File: config.mk
export PLATFORM = sky130hd
export DESIGN_NAME = r2sdf_stage
export DESIGN_NICKNAME = d
export VERILOG_FILES = /design/src/rtl/r2sdf_stage.sv
export SDC_FILE = /design/constraint.sdc
export NUM_CORES = 1
export LEC_CHECK = 0
export ABC_AREA = 0
export CORE_UTILIZATION = 60
export DETAILED_ROUTE_END_ITERATION = 10
export PLACE_DENSITY = 0.78
export SLEW_MARGIN = 40
export SYNTH_ARGS = -nofsm -noshare
export SYNTH_HDL_FRONTEND = slang
export SYNTH_SLANG_ARGS = --single-unit
File: constraint.sdc
create_clock -name clk -period 11 [get_ports clk]
set_input_delay 1.1 -clock clk [delete_from_list [all_inputs] [get_ports clk]]
set_output_delay 1.1 -clock clk [all_outputs]
set_load 0.02 [all_outputs]
File: src/rtl/r2sdf_stage.sv
// Radix-2 single-path delay-feedback (R2SDF) butterfly stage.
//
// Accepts one complex sample per enabled cycle. During the FILL half of a
// frame, samples are parked in a DEPTH-entry delay line and the previous
// frame's differences are emitted with their twiddle index. During the BFLY
// half, the parked sample is combined with the new one: the sum is emitted
// and the difference is stored for the next FILL half.
//
// Optional build macro:
//   R2SDF_SCALE_EN  defined   -> results are arithmetically shifted right by 1
//                                (1/2 scaling per stage, no overflow)
//                   undefined -> low DATA_WIDTH bits are kept (wrap-around)
//
// Ports:
//   clk      rising-edge clock
//   rst      asynchronous active-low reset
//   en       input sample valid; the stage advances only when en=1
//   sync     frame start (qualified by en); forces the sample to index 0
//   data_re  signed input real part
//   data_im  signed input imaginary part
//   out_re   signed output real part (registered)
//   out_im   signed output imaginary part (registered)
//   out_val  1-cycle pulse per emitted output
//   tw_idx   twiddle index for the sample on out_*; 0 for sums
module r2sdf_stage #(
  parameter int DATA_WIDTH = 16,
  parameter int DEPTH      = 8,
  parameter int ADDR_WIDTH = $clog2(DEPTH)
) (
  input  logic                  clk,
  input  logic                  rst,
  input  logic                  en,
  input  logic                  sync,
  input  logic [DATA_WIDTH-1:0] data_re,
  input  logic [DATA_WIDTH-1:0] data_im,
  output logic [DATA_WIDTH-1:0] out_re,
  output logic [DATA_WIDTH-1:0] out_im,
  output logic                  out_val,
  output logic [ADDR_WIDTH-1:0] tw_idx
);

  localparam int W = DATA_WIDTH;

  logic [ADDR_WIDTH:0]   cnt_q;
  logic [ADDR_WIDTH:0]   cnt_cur;
  logic [ADDR_WIDTH-1:0] ptr;
  logic                  bfly;
  logic                  primed_q;

  logic [W-1:0] dl_re_q [DEPTH];
  logic [W-1:0] dl_im_q [DEPTH];

  logic [W-1:0] old_re, old_im;
  logic [W:0]   sum_re, sum_im, diff_re, diff_im;

  // Bring a W+1 bit result back to W bits.
  function automatic logic [W-1:0] reduce(input logic [W:0] x);
`ifdef R2SDF_SCALE_EN
    return x[W:1];
`else
    return x[W-1:0];
`endif
  endfunction

  always_comb begin
    // sync restarts the frame on this very sample
    cnt_cur = sync ? '0 : cnt_q;
    ptr     = cnt_cur[ADDR_WIDTH-1:0];
    bfly    = cnt_cur[ADDR_WIDTH];
    old_re  = dl_re_q[ptr];
    old_im  = dl_im_q[ptr];
    sum_re  = {old_re[W-1], old_re} + {data_re[W-1], data_re};
    sum_im  = {old_im[W-1], old_im} + {data_im[W-1], data_im};
    diff_re = {old_re[W-1], old_re} - {data_re[W-1], data_re};
    diff_im = {old_im[W-1], old_im} - {data_im[W-1], data_im};
  end

  always_ff @(posedge clk or negedge rst) begin
    if (!rst) begin
      cnt_q    <= '0;
      primed_q <= 1'b0;
      out_re   <= '0;
      out_im   <= '0;
      out_val  <= 1'b0;
      tw_idx   <= '0;
      for (int i = 0; i < DEPTH; i++) begin
        dl_re_q[i] <= '0;
        dl_im_q[i] <= '0;
      end
    end else if (en) begin
      // Counter width is ADDR_WIDTH+1, so it wraps at 2*DEPTH on its own.
      cnt_q <= cnt_cur + {{ADDR_WIDTH{1'b0}}, 1'b1};
      if (bfly) begin
        out_re       <= reduce(sum_re);
        out_im       <= reduce(sum_im);
        tw_idx       <= '0;
        out_val      <= 1'b1;
        dl_re_q[ptr] <= reduce(diff_re);
        dl_im_q[ptr] <= reduce(diff_im);
        primed_q     <= 1'b1;
      end else begin
        // Drain the previous frame's difference while parking the new sample.
        out_re       <= old_re;
        out_im       <= old_im;
        tw_idx       <= ptr;
        out_val      <= primed_q;
        dl_re_q[ptr] <= data_re;
        dl_im_q[ptr] <= data_im;
      end
    end else begin
      out_val <= 1'b0;
    end
  end

endmodule

After elaboration in Yosys (flattened, before gate mapping)

Cells that the tools add are included.

Bits of input ports: 36
Register bits: 297
Word-level logic and storage cells: 51

Add/sub/neg operators: 5
Bitwise operators: 1
$lt $le $gt $ge: 2
Reduce and logical (&&, ||, !) cells: 1
Multiplexer cells: 20

Operators by type and width:

| operator            | count |
|---|---|
| $bwmux 128          | 4 |
| $mux 128            | 2 |
| $mux 16             | 7 |
| $bmux 16 s3         | 2 |
| $demux 16 s3        | 1 |
| $add 16x16->16      | 2 |
| $sub 16x16->16      | 2 |
| $add 4x1->4 const B | 1 |
| $ge 4x4->1 const B  | 1 |
| $lt 4x1->1 const B  | 1 |
| $mux 4              | 1 |
| $not 3->4           | 1 |
| $mux 3              | 1 |
| $mux 1              | 2 |
| $logic_and 1x1->1   | 1 |

Depth between registers and ports, before layout

Gate-level depths: netlist of the first run.

Depth in word-level cells: 8
Depth in mapped cells: 22
Gate-level depth less buffers: 19

Worst setup path after synthesis of the first run

Ideal clock, no wire load.

Path kind: input to register
Start: input sync
End: register dl_im_q[111] (netlist bit)
Stages on the path: 19
Library setup time: 0.129 ns
Slack: 6.282 ns
Arrival time: 4.588 ns
Path through: clkbuf_1 nand2b_1 nor2_1 clkbuf_1 buf_1 nand3_1 o221ai_1 nor3_1 ha_1 clkbuf_1 o21ai_0 or2b_2 a21oi_1 o21ba_4 a41oi_4 nor2_1 a211oi_2 xor2_2 o21ai_1

Word-level cells in the longest chain between the ends: 8
Elaborated cells on any way between the ends: 14
Classes of those cells: add/sub: 1; order compare: 2; mux: 9; bitwise: 1; reduce/logical: 1

RTL lines:

| element                                                                   | line        | source |
|---|---|---|
| start: declaration                                                        | 33          | `input logic sync,` |
| $mux 4 *                                                                  | 67          | `cnt_cur = sync ? '0 : cnt_q;` |
| $not 3->4 (implied by the code)                                           | 71, 99, 108 |  |
| $bmux 16 s3 (tied with other cells)                                       | 71          | `old_im = dl_im_q[ptr];` |
| $mux 16 (implied by the code) / $logic_and 1x1->1 (equally long branches) | 71, 99, 108 |  |
| $mux 16, on equally long branches                                         | 71, 99, 108 |  |
| $sub 16x16->16 / $demux 16 s3 (equally long branches)                     | 75, 99, 108 |  |
| $bwmux 128, on equally long branches                                      | 99, 108     |  |
| $mux 128 *                                                                | 93          | `if (bfly) begin` |
| end signal: indexed assignment                                            | 99          | `dl_im_q[ptr] <= reduce(diff_im);` |
| end signal: indexed assignment                                            | 108         | `dl_im_q[ptr] <= data_im;` |
| end: declaration                                                          | 51          | `logic [W-1:0] dl_im_q [DEPTH];` |

Every way passes the cells marked *; elsewhere a longest branch is shown, timed or not. The select of a mux whose other input is x is not followed.
A chain may end at the register's enable or synchronous reset.

Worst setup path in the final report of the first run

Start: input sync
End: register dl_re_q[79] (netlist bit)

Word-level cells in the longest chain between the ends: 8
Elaborated cells on any way between the ends: 14
Classes of those cells: add/sub: 1; order compare: 2; mux: 9; bitwise: 1; reduce/logical: 1

RTL lines:

| element                                                                   | line        | source |
|---|---|---|
| $mux 4 *                                                                  | 67          |  |
| $not 3->4 (implied by the code)                                           | 70, 98, 107 |  |
| $bmux 16 s3 (tied with other cells)                                       | 70          | `old_re = dl_re_q[ptr];` |
| $mux 16 (implied by the code) / $logic_and 1x1->1 (equally long branches) | 70, 98, 107 |  |
| $mux 16, on equally long branches                                         | 70, 98, 107 |  |
| $sub 16x16->16 / $demux 16 s3 (equally long branches)                     | 74, 98, 107 |  |
| $bwmux 128, on equally long branches                                      | 98, 107     |  |
| $mux 128 *                                                                | 93          |  |
| end signal: indexed assignment                                            | 98          | `dl_re_q[ptr] <= reduce(diff_re);` |
| end signal: indexed assignment                                            | 107         | `dl_re_q[ptr] <= data_re;` |
| end: declaration                                                          | 50          | `logic [W-1:0] dl_re_q [DEPTH];` |

Marks and branches as above.

==> flow_summary_export.csv, run 1 <==
group,metric,value,unit
run_status,status,"completed",
synth,synth_top_flop_cell,"sky130_fd_sc_hd__dfrtp_1",
synth,synth_seq_area_share,46.7,%
timing,hold_violations,0,
placement,numPlacedInstances,2117,
timing,final.setup_skew,8.54,ps
grt,grt_util_met2,50.6,%
critical_path,crit_path_capture_type,"register",
critical_path,r2r_start,"cnt_q[0]",
timing,final_min_period_over_clock_period,55.3,%
synth,synthCells,1804,
pwr,power_per_cell_area,234,nW/um^2
detailed_routing,mean_routed_wirelength_per_cell,20.0,um
detailed_routing,route.vias.total,13475,
layout,layout_overhead_on_the_synthesized_area,11.9,%
detailed_routing,ant_nets,0,
detailed_routing,wirelength,43.5,mm
timing,relSlewSlack,41.5,%
critical_path,crit_family,"compound AO/OA/AOI/OAI gates",
critical_path,worst_setup_path_start_kind,"input port",
layout,number_of_antenna_diodes,0,
synth,synth_edf_count,0,
detailed_routing,remaining_drc_errors,0,
critical_path,critPathMaxStageDelay,760,ps
critical_path,setup.worst_path.end,"dl_re_q[79]",
timing,maxClockFrequency,0.164,GHz
critical_path,r2r_end,"dl_re_q[79]",
detailed_routing,firstDrtPassIters,6,
clock_network,clock_tree.root_cell,"sky130_fd_sc_hd__clkbuf_16",
layout,finish.net_count,1919,
grt,groute.layer.met3.usage,4.77,%
layout,drive_above_1_share,7.88,%
synth,yosysWarningCount,0,
timing,worst_slew_pin_slew,871,ps
job,max_capacitance_violation_total,0,
grt,groute.usage.overall,32.5,%
pwr,power.leakage,8.01,nW
placement,dp.final_hpwl,28.9,mm
layout,layout.cells.non_filler,2174,
clock_network,cts_buffers,31,
critical_path,critical_path_arrival,6480,ps
pwr,power.ir.vdd_worst,0.000161,V
min_path,holdCritPathClass,"input port to async pin",
synth,postSynthNetCount,1907,
critical_path,critPathBufInv,2,
floorplanning,num_rows,59,
floorplanning,dieArea,27200,um^2
timing,rsz0062_at_grt,"false",
clock_network,clock_sinks,297,
critical_path,reg2regPathDepth,16,
clock_network,number_of_h_tree_levels,1,
synth,mean_cell_area_of_the_mapped_netlist,8.83,um^2
synth,fraction_of_synthesis_flops_using_an_asynchronous_set_or_reset_pin,100,%
timing,report.final.slew_viol_count,0,
grt,grt-busiest-layer,"met2",
grt,via_count_of_the_first_global_routing_pass,12520,
timing,setup_violations,0,
grt,grt_first_pass_wirelength,68.2,mm
critical_path,worstPathMaxFanout,15,
placement,port_buffers,71,
critical_path,worst_setup_path_startpoint,"sync",
clock_network,cts_tree,"yes",
floorplanning,core_region_area,26100,um^2
clock_network,clkLatencyLatePin,550,ps
timing,crit_path_time_final,6090,ps
critical_path,cells_along_the_critical_path,"clkdlybuf4s50_1 > nor2_2 > buf_4 > o22ai_1 > nor3_1 > ha_1 > nor2b_1 > o21ai_0 > a2bb2oi_1 > a211oi_1 > o21ai_0 > a211oi_1 > a31oi_1 > xor2_1 > o21ai_0",
floorplanning,top_level_ports,72,
floorplanning,die_width,165,um
grt,antenna_found_initial,0,
detailed_routing,drt_first_iter_violations,1403,
placement,place.gp.congestion,0.898,
critical_path,required_arrival_time_at_the_worst_endpoint,11390,ps
clock_network,clk_path_buf_depth,3,
clock_network,post_cts_hold_buffer_count,0,
timing,setup-tns-final,0,ps
floorplanning,start_util,61.1,%
grt,pin_count_of_the_biggest_net_entering_global_routing,100,
critical_path,crit_top_cell,"sky130_fd_sc_hd__o21ai_0",
synth,mappedNetlistArea,15900,um^2
synth,synth.distinct_cells,81,
synth,yosys_register_bits,297,
clock_network,cts_repair_resize_count,0,
critical_path,worst-setup-path-type,"input port to register",
grt,grt_use_met1,47.0,%
critical_path,critical_path_depth,15,
critical_path,timing.critical_path.slowest_stage_cell,"sky130_fd_sc_hd__nor2_2",
clock_network,clkSlewWorstSetupHoldPaths,60,ps
floorplanning,floorplan.die.height,165,um
clock_network,post_cts_buffers,0,
detailed_routing,number_of_vias_per_cell_after_detailed_routing,6.20,
critical_path,reg2reg_setup_slack,5400,ps
grt,grt.overflow.total,0,
[where the power goes]
group | internal, mW | switching [mW]
registers | 1.44 | 0.194
logic | 0.588 | 0.864
clock network | 0.657 | 0.428
[per-stage QoR]
| stage | hold WS [ps] | power, mW | utilization (%) | area (um^2) | setup WS [ps] |
|---|---|---|---|---|---|
| after floorplan | 435 | 2.64 | - | 15900 | 6280 |
| after global placement | 454 | 3.00 | 63.8 | 16600 | 4650 |
| after detailed placement | 468 | 3.06 | 63.9 | 16700 | 4520 |
| after CTS | 481 | 4.15 | 68.1 | 17700 | 5080 |
| after global routing | 399 | 4.43 | 68.4 | 17800 | 4490 |
| final | 383 | 4.17 | 68.4 | 17800 | 4910 |
[worst min-delay path by stage]
stage	slack (ps)	to	cells past startpoint	start
2_1_floorplan	440	primed_q	1	primed_q
4_1_cts	480	out_im[12]	1	out_im[12]
3_3_place_gp	450	primed_q	1	primed_q
6_report	380	out_im[3]	1	rst
3_5_place_dp	470	out_im[12]	1	out_im[12]
5_1_grt	400	out_im[3]	1	rst
[synthesized netlist by cell type (4+ instances only)]
cell / instances / area share, %
sky130_fd_sc_hd__nand2_1: 350 / 8.2
sky130_fd_sc_hd__dfrtp_1: 297 / 47
sky130_fd_sc_hd__o21ai_0: 277 / 8.7
sky130_fd_sc_hd__nor2_1: 114 / 2.7
sky130_fd_sc_hd__a21oi_1: 95 / 3.0
sky130_fd_sc_hd__clkbuf_1: 84 / 2.0
sky130_fd_sc_hd__inv_1: 73 / 1.7
sky130_fd_sc_hd__ha_1: 63 / 4.9
sky130_fd_sc_hd__o22ai_1: 50 / 2.0
sky130_fd_sc_hd__nor3_1: 35 / 1.1
sky130_fd_sc_hd__nand3_1: 34 / 1.1
sky130_fd_sc_hd__xnor2_1: 31 / 1.7
sky130_fd_sc_hd__mux2i_1: 25 / 1.6
sky130_fd_sc_hd__o221ai_1: 20 / 1.1
sky130_fd_sc_hd__nand2b_1: 16 / 0.63
sky130_fd_sc_hd__mux2_2: 14 / 0.99
sky130_fd_sc_hd__o21bai_1: 13 / 0.61
sky130_fd_sc_hd__a32o_1: 12 / 0.75
sky130_fd_sc_hd__clkbuf_8: 11 / 0.95
sky130_fd_sc_hd__nor2b_1: 11 / 0.43
sky130_fd_sc_hd__o211ai_1: 11 / 0.52
sky130_fd_sc_hd__o21ai_1: 10 / 0.31
sky130_fd_sc_hd__a211oi_1: 9 / 0.42
sky130_fd_sc_hd__a31oi_1: 9 / 0.35
sky130_fd_sc_hd__buf_1: 9 / 0.21
sky130_fd_sc_hd__nor4_1: 9 / 0.35
sky130_fd_sc_hd__a21o_1: 6 / 0.28
sky130_fd_sc_hd__xor2_1: 6 / 0.33
sky130_fd_sc_hd__o21a_1: 5 / 0.24
sky130_fd_sc_hd__o31ai_1: 5 / 0.24
sky130_fd_sc_hd__o41ai_1: 5 / 0.27
sky130_fd_sc_hd__a221o_1: 4 / 0.25
sky130_fd_sc_hd__and2_1: 4 / 0.16
sky130_fd_sc_hd__buf_2: 4 / 0.13
sky130_fd_sc_hd__fa_1: 4 / 0.50
sky130_fd_sc_hd__or2_2: 4 / 0.16
sky130_fd_sc_hd__or3_1: 4 / 0.16
[cells in the final DEF, fill, tap and decap left out, types with 10 or more instances in the layout]
master,count
sky130_fd_sc_hd__nand2_1,350
sky130_fd_sc_hd__dfrtp_1,297
sky130_fd_sc_hd__o21ai_0,277
sky130_fd_sc_hd__nor2_1,112
sky130_fd_sc_hd__a21oi_1,89
sky130_fd_sc_hd__inv_1,73
sky130_fd_sc_hd__clkdlybuf4s50_1,69
sky130_fd_sc_hd__ha_1,63
sky130_fd_sc_hd__o22ai_1,50
sky130_fd_sc_hd__nor3_1,34
sky130_fd_sc_hd__nand3_1,33
sky130_fd_sc_hd__xnor2_1,31
sky130_fd_sc_hd__clkbuf_16,31
sky130_fd_sc_hd__mux2i_1,24
sky130_fd_sc_hd__buf_4,22
sky130_fd_sc_hd__o221ai_1,20
sky130_fd_sc_hd__nand2b_1,16
sky130_fd_sc_hd__mux2_2,14
sky130_fd_sc_hd__o21bai_1,13
sky130_fd_sc_hd__a32o_1,12
sky130_fd_sc_hd__clkbuf_8,12
sky130_fd_sc_hd__o211ai_1,11
sky130_fd_sc_hd__nor2b_1,10
sky130_fd_sc_hd__o21ai_1,10
[cell families (layout without fill, tap and decap cells)]
| family | count (synthesis) | in the layout | synth area share (%) |
|---|---|---|---|
| simple gates | 605 | 605 | 16.3 |
| compound gates | 563 | 563 | 21.2 |
| flops | 297 | 297 | 46.7 |
| buf+inv | 194 | 229 | 5.70 |
| fa+ha+maj | 67 | 67 | 5.45 |
| mux | 40 | 40 | 2.63 |
| xor+xnor | 38 | 38 | 2.14 |
[state kept, by name (all words and copies together) (netlist names)]
name and flops:
dl_re_q 128, out_val 1, primed_q 1, out_im 16, dl_im_q 128, tw_idx 3, cnt_q 4, out_re 16
[per-layer routing]
layer,share of wire [%],vias up
met5,0,-
met4,2.8,0
met3,9.2,87
met2,45,596
met1,43,6514
li1,-,6278
[cell type report]
type                            count  area [um^2]
Timing Repair Buffer               97          940
Tap cell                          335          419
Multi-Input combinational cell   1313         7670
Sequential cell                   297         7430
Fill cell                        1938         8230
Clock buffer                       45          938
Clock inverter                     11          138
Inverter                           76          285
(Power assumes the default switching activity.)
==> run 2: changes to the inputs <==
- CORE_UTILIZATION: 60 -> 55
- PLACE_DENSITY: 0.78 -> 0.75
- clock period: 11 -> 5.5 ns (I/O delays scaled with it)
==> flow_summary_export.csv, run 2 (synthesized netlist as in run 1, its figures left out) <==
group,metric,value,unit
detailed_routing,remaining_drc_errors,0,
timing,report.final.slew_viol_count,0,
placement,place.gp.congestion,0.898,
layout,layout.cells.most_common_list,"sky130_fd_sc_hd__nand2_1, sky130_fd_sc_hd__dfrtp_1, sky130_fd_sc_hd__o21ai_0",
timing,final_min_period_over_clock_period,93.6,%
critical_path,r2r_start,"cnt_q[0]",
critical_path,required_arrival_time_at_the_worst_endpoint,5910,ps
floorplanning,die_width,172,um
clock_network,clock_tree.root_cell,"sky130_fd_sc_hd__clkbuf_16",
grt,antenna_found_initial,0,
critical_path,r2r_end,"dl_re_q[107]",
layout,largest_registers,"dl_im_q (128), dl_re_q (128)",
detailed_routing,route.vias.total,13592,
clock_network,clk_path_buf_depth,3,
clock_network,post_cts_buffers,0,
grt,grt_first_pass_wirelength,70.6,mm
min_path,holdCritPathClass,"input port to register",
critical_path,timing.critical_path.slowest_stage_cell,"sky130_fd_sc_hd__dfrtp_1",
critical_path,cells_along_the_critical_path,"inv_2 > nor2_1 > nand2_1 > buf_4 > o22ai_1 > nor3_1 > buf_4 > ha_1 > nor2b_1 > o21ai_0 > a2bb2oi_1 > a211oi_1 > or3_1 > a21oi_1 > xnor2_1 > a21oi_2 > o21ai_0",
layout,layout_overhead_on_the_synthesized_area,14.4,%
grt,grt.overflow.total,0,
detailed_routing,mean_routed_wirelength_per_cell,19.8,um
timing,maxClockFrequency,0.194,GHz
clock_network,cts_buffers,31,
detailed_routing,drt_first_iter_violations,1414,
critical_path,crit_family,"compound AO/OA/AOI/OAI gates",
timing,setup-tns-final,0,ps
timing,setup_violations,0,
floorplanning,dieArea,29600,um^2
layout,final_area,18200,um^2
layout,finish.net_count,1959,
detailed_routing,ant_nets,0,
floorplanning,top_level_ports,72,
clock_network,number_of_h_tree_levels,1,
critical_path,reg2regPathDepth,17,
layout,final_common_cell,"sky130_fd_sc_hd__nand2_1",
grt,via_count_of_the_first_global_routing_pass,13084,
clock_network,clock_sinks,297,
critical_path,critPathMaxStageDelay,700,ps
timing,crit_path_time_final,5150,ps
layout,layout.core_utilization,64.7,%
floorplanning,floorplan.die.height,172,um
critical_path,crit_path_capture_type,"register",
pwr,power_per_cell_area,469,nW/um^2
timing,hold_violations,0,
detailed_routing,wirelength,44.8,mm
grt,pin_count_of_the_biggest_net_entering_global_routing,148,
timing,relSlewSlack,38.8,%
job,max_capacitance_violation_total,0,
layout,drive_above_1_share,9.36,%
min_path,holdCritStartpoint,"en",
grt,groute.usage.overall,30.9,%
min_path,worstHoldPathCells,3,
placement,dp.final_hpwl,30.2,mm
clock_network,cts_repair_resize_count,0,
detailed_routing,firstDrtPassIters,6,
run_status,status,"completed",
min_path,hold_end,"cnt_q[0]",
clock_network,clkSlewWorstSetupHoldPaths,60,ps
critical_path,worst_setup_path_start_kind,"register",
pwr,power.leakage,8.25,nW
floorplanning,num_rows,61,
critical_path,critPathBufInv,3,
floorplanning,core_region_area,28200,um^2
timing,final.setup_skew,20.2,ps
detailed_routing,number_of_vias_per_cell_after_detailed_routing,6.01,
critical_path,worstPathMaxFanout,13,
placement,place_area,17000,um^2
timing,worst_slew_pin_slew,918,ps
timing,rsz0062_at_grt,"false",
critical_path,critical_path_arrival,5560,ps
clock_network,clkLatencyLatePin,570,ps
floorplanning,start_util,56.6,%
clock_network,cts_tree,"yes",
pwr,power.ir.vdd_worst,0.000323,V
placement,port_buffers,71,
critical_path,reg2reg_setup_slack,350,ps
critical_path,worst-setup-path-type,"register to register",
-- run 2: cell types whose count changed in the layout (fill, tap and decap cells not counted), sizes merged, moves of 2 or more --
| cell | delta |
|---|---|
| bufinv | +4 |
| inv | +2 |
| clkinv | +6 |
| clkbuf | -7 |
| buf | +39 |
| clkinvlp | -3 |
-- run 2: per-stage QoR --
| step | hold slack, ps | power, mW | cells | setup slack [ps] |
|---|---|---|---|---|
| after detailed placement | 462 | 6.21 | 2197 | 175 |
| after floorplan | 254 | 5.29 | 1804 | 1330 |
| after CTS | 60.2 | 8.51 | 2255 | 504 |
| after global placement | 452 | 6.08 | 2196 | 289 |
| after global routing | 398 | 9.08 | 2259 | 64.8 |
| final | 408 | 8.56 | 2260 | 350 |
-- run 2: how the worst max path moves through the flow --
stage                        start  slack, ps      endpoint  depth (start not counted)
after detailed placement      sync        170   dl_re_q[62]                         19
after floorplan               sync       1330  dl_im_q[111]                         19
after global routing      cnt_q[2]         60   dl_im_q[60]                         17
final                     cnt_q[0]        350  dl_re_q[107]                         17
after global placement        sync        290   dl_re_q[77]                         16
after CTS                 cnt_q[0]        500  dl_re_q[107]                         17
-- run 2: where the power goes --
part	switching (mW)	leakage (nW)	internal [mW]	total (mW)
registers	0.407	3.83	2.88	3.28
logic	1.75	3.86	1.24	2.99
clock network	0.880	0.560	1.40	2.28
-- run 2: final cells by class --
class | count | area (um^2)
well taps | 378 | 473
multi-input cells | 1313 | 7620
flip-flops and latches | 297 | 7430
clock inverters | 20 | 287
inverters | 76 | 285
clock buffers | 38 | 832
repair buffers | 137 | 1290
diodes | 1 | 2.50
fillers | 2247 | 9940
-- run 2: layer usage --
layer  vias up  track usage, %  part of all wire [%]
met3        85            6.71                   8.7
met5         -               0                     0
li1       6356               -                     -
met4         0            9.50                   2.6
met1      6525            43.2                    43
met2       626            48.1                    45
-- run 2: tightest hold or removal path, delay by kind of cell --
| family | cells | cell delay [ps] |
|---|---|---|
| buffers and inverters | 1 | 200 |
| AND/OR/NAND/NOR | 1 | 80 |
| AO/OA/AOI/OAI | 1 | 80 |
-- run 2: repair_timing --
item / in CTS / in global routing
hold buffers: 0 / 1
endpoints found under the setup margin: 0 / 0
endpoints found under the hold margin: 0 / 33
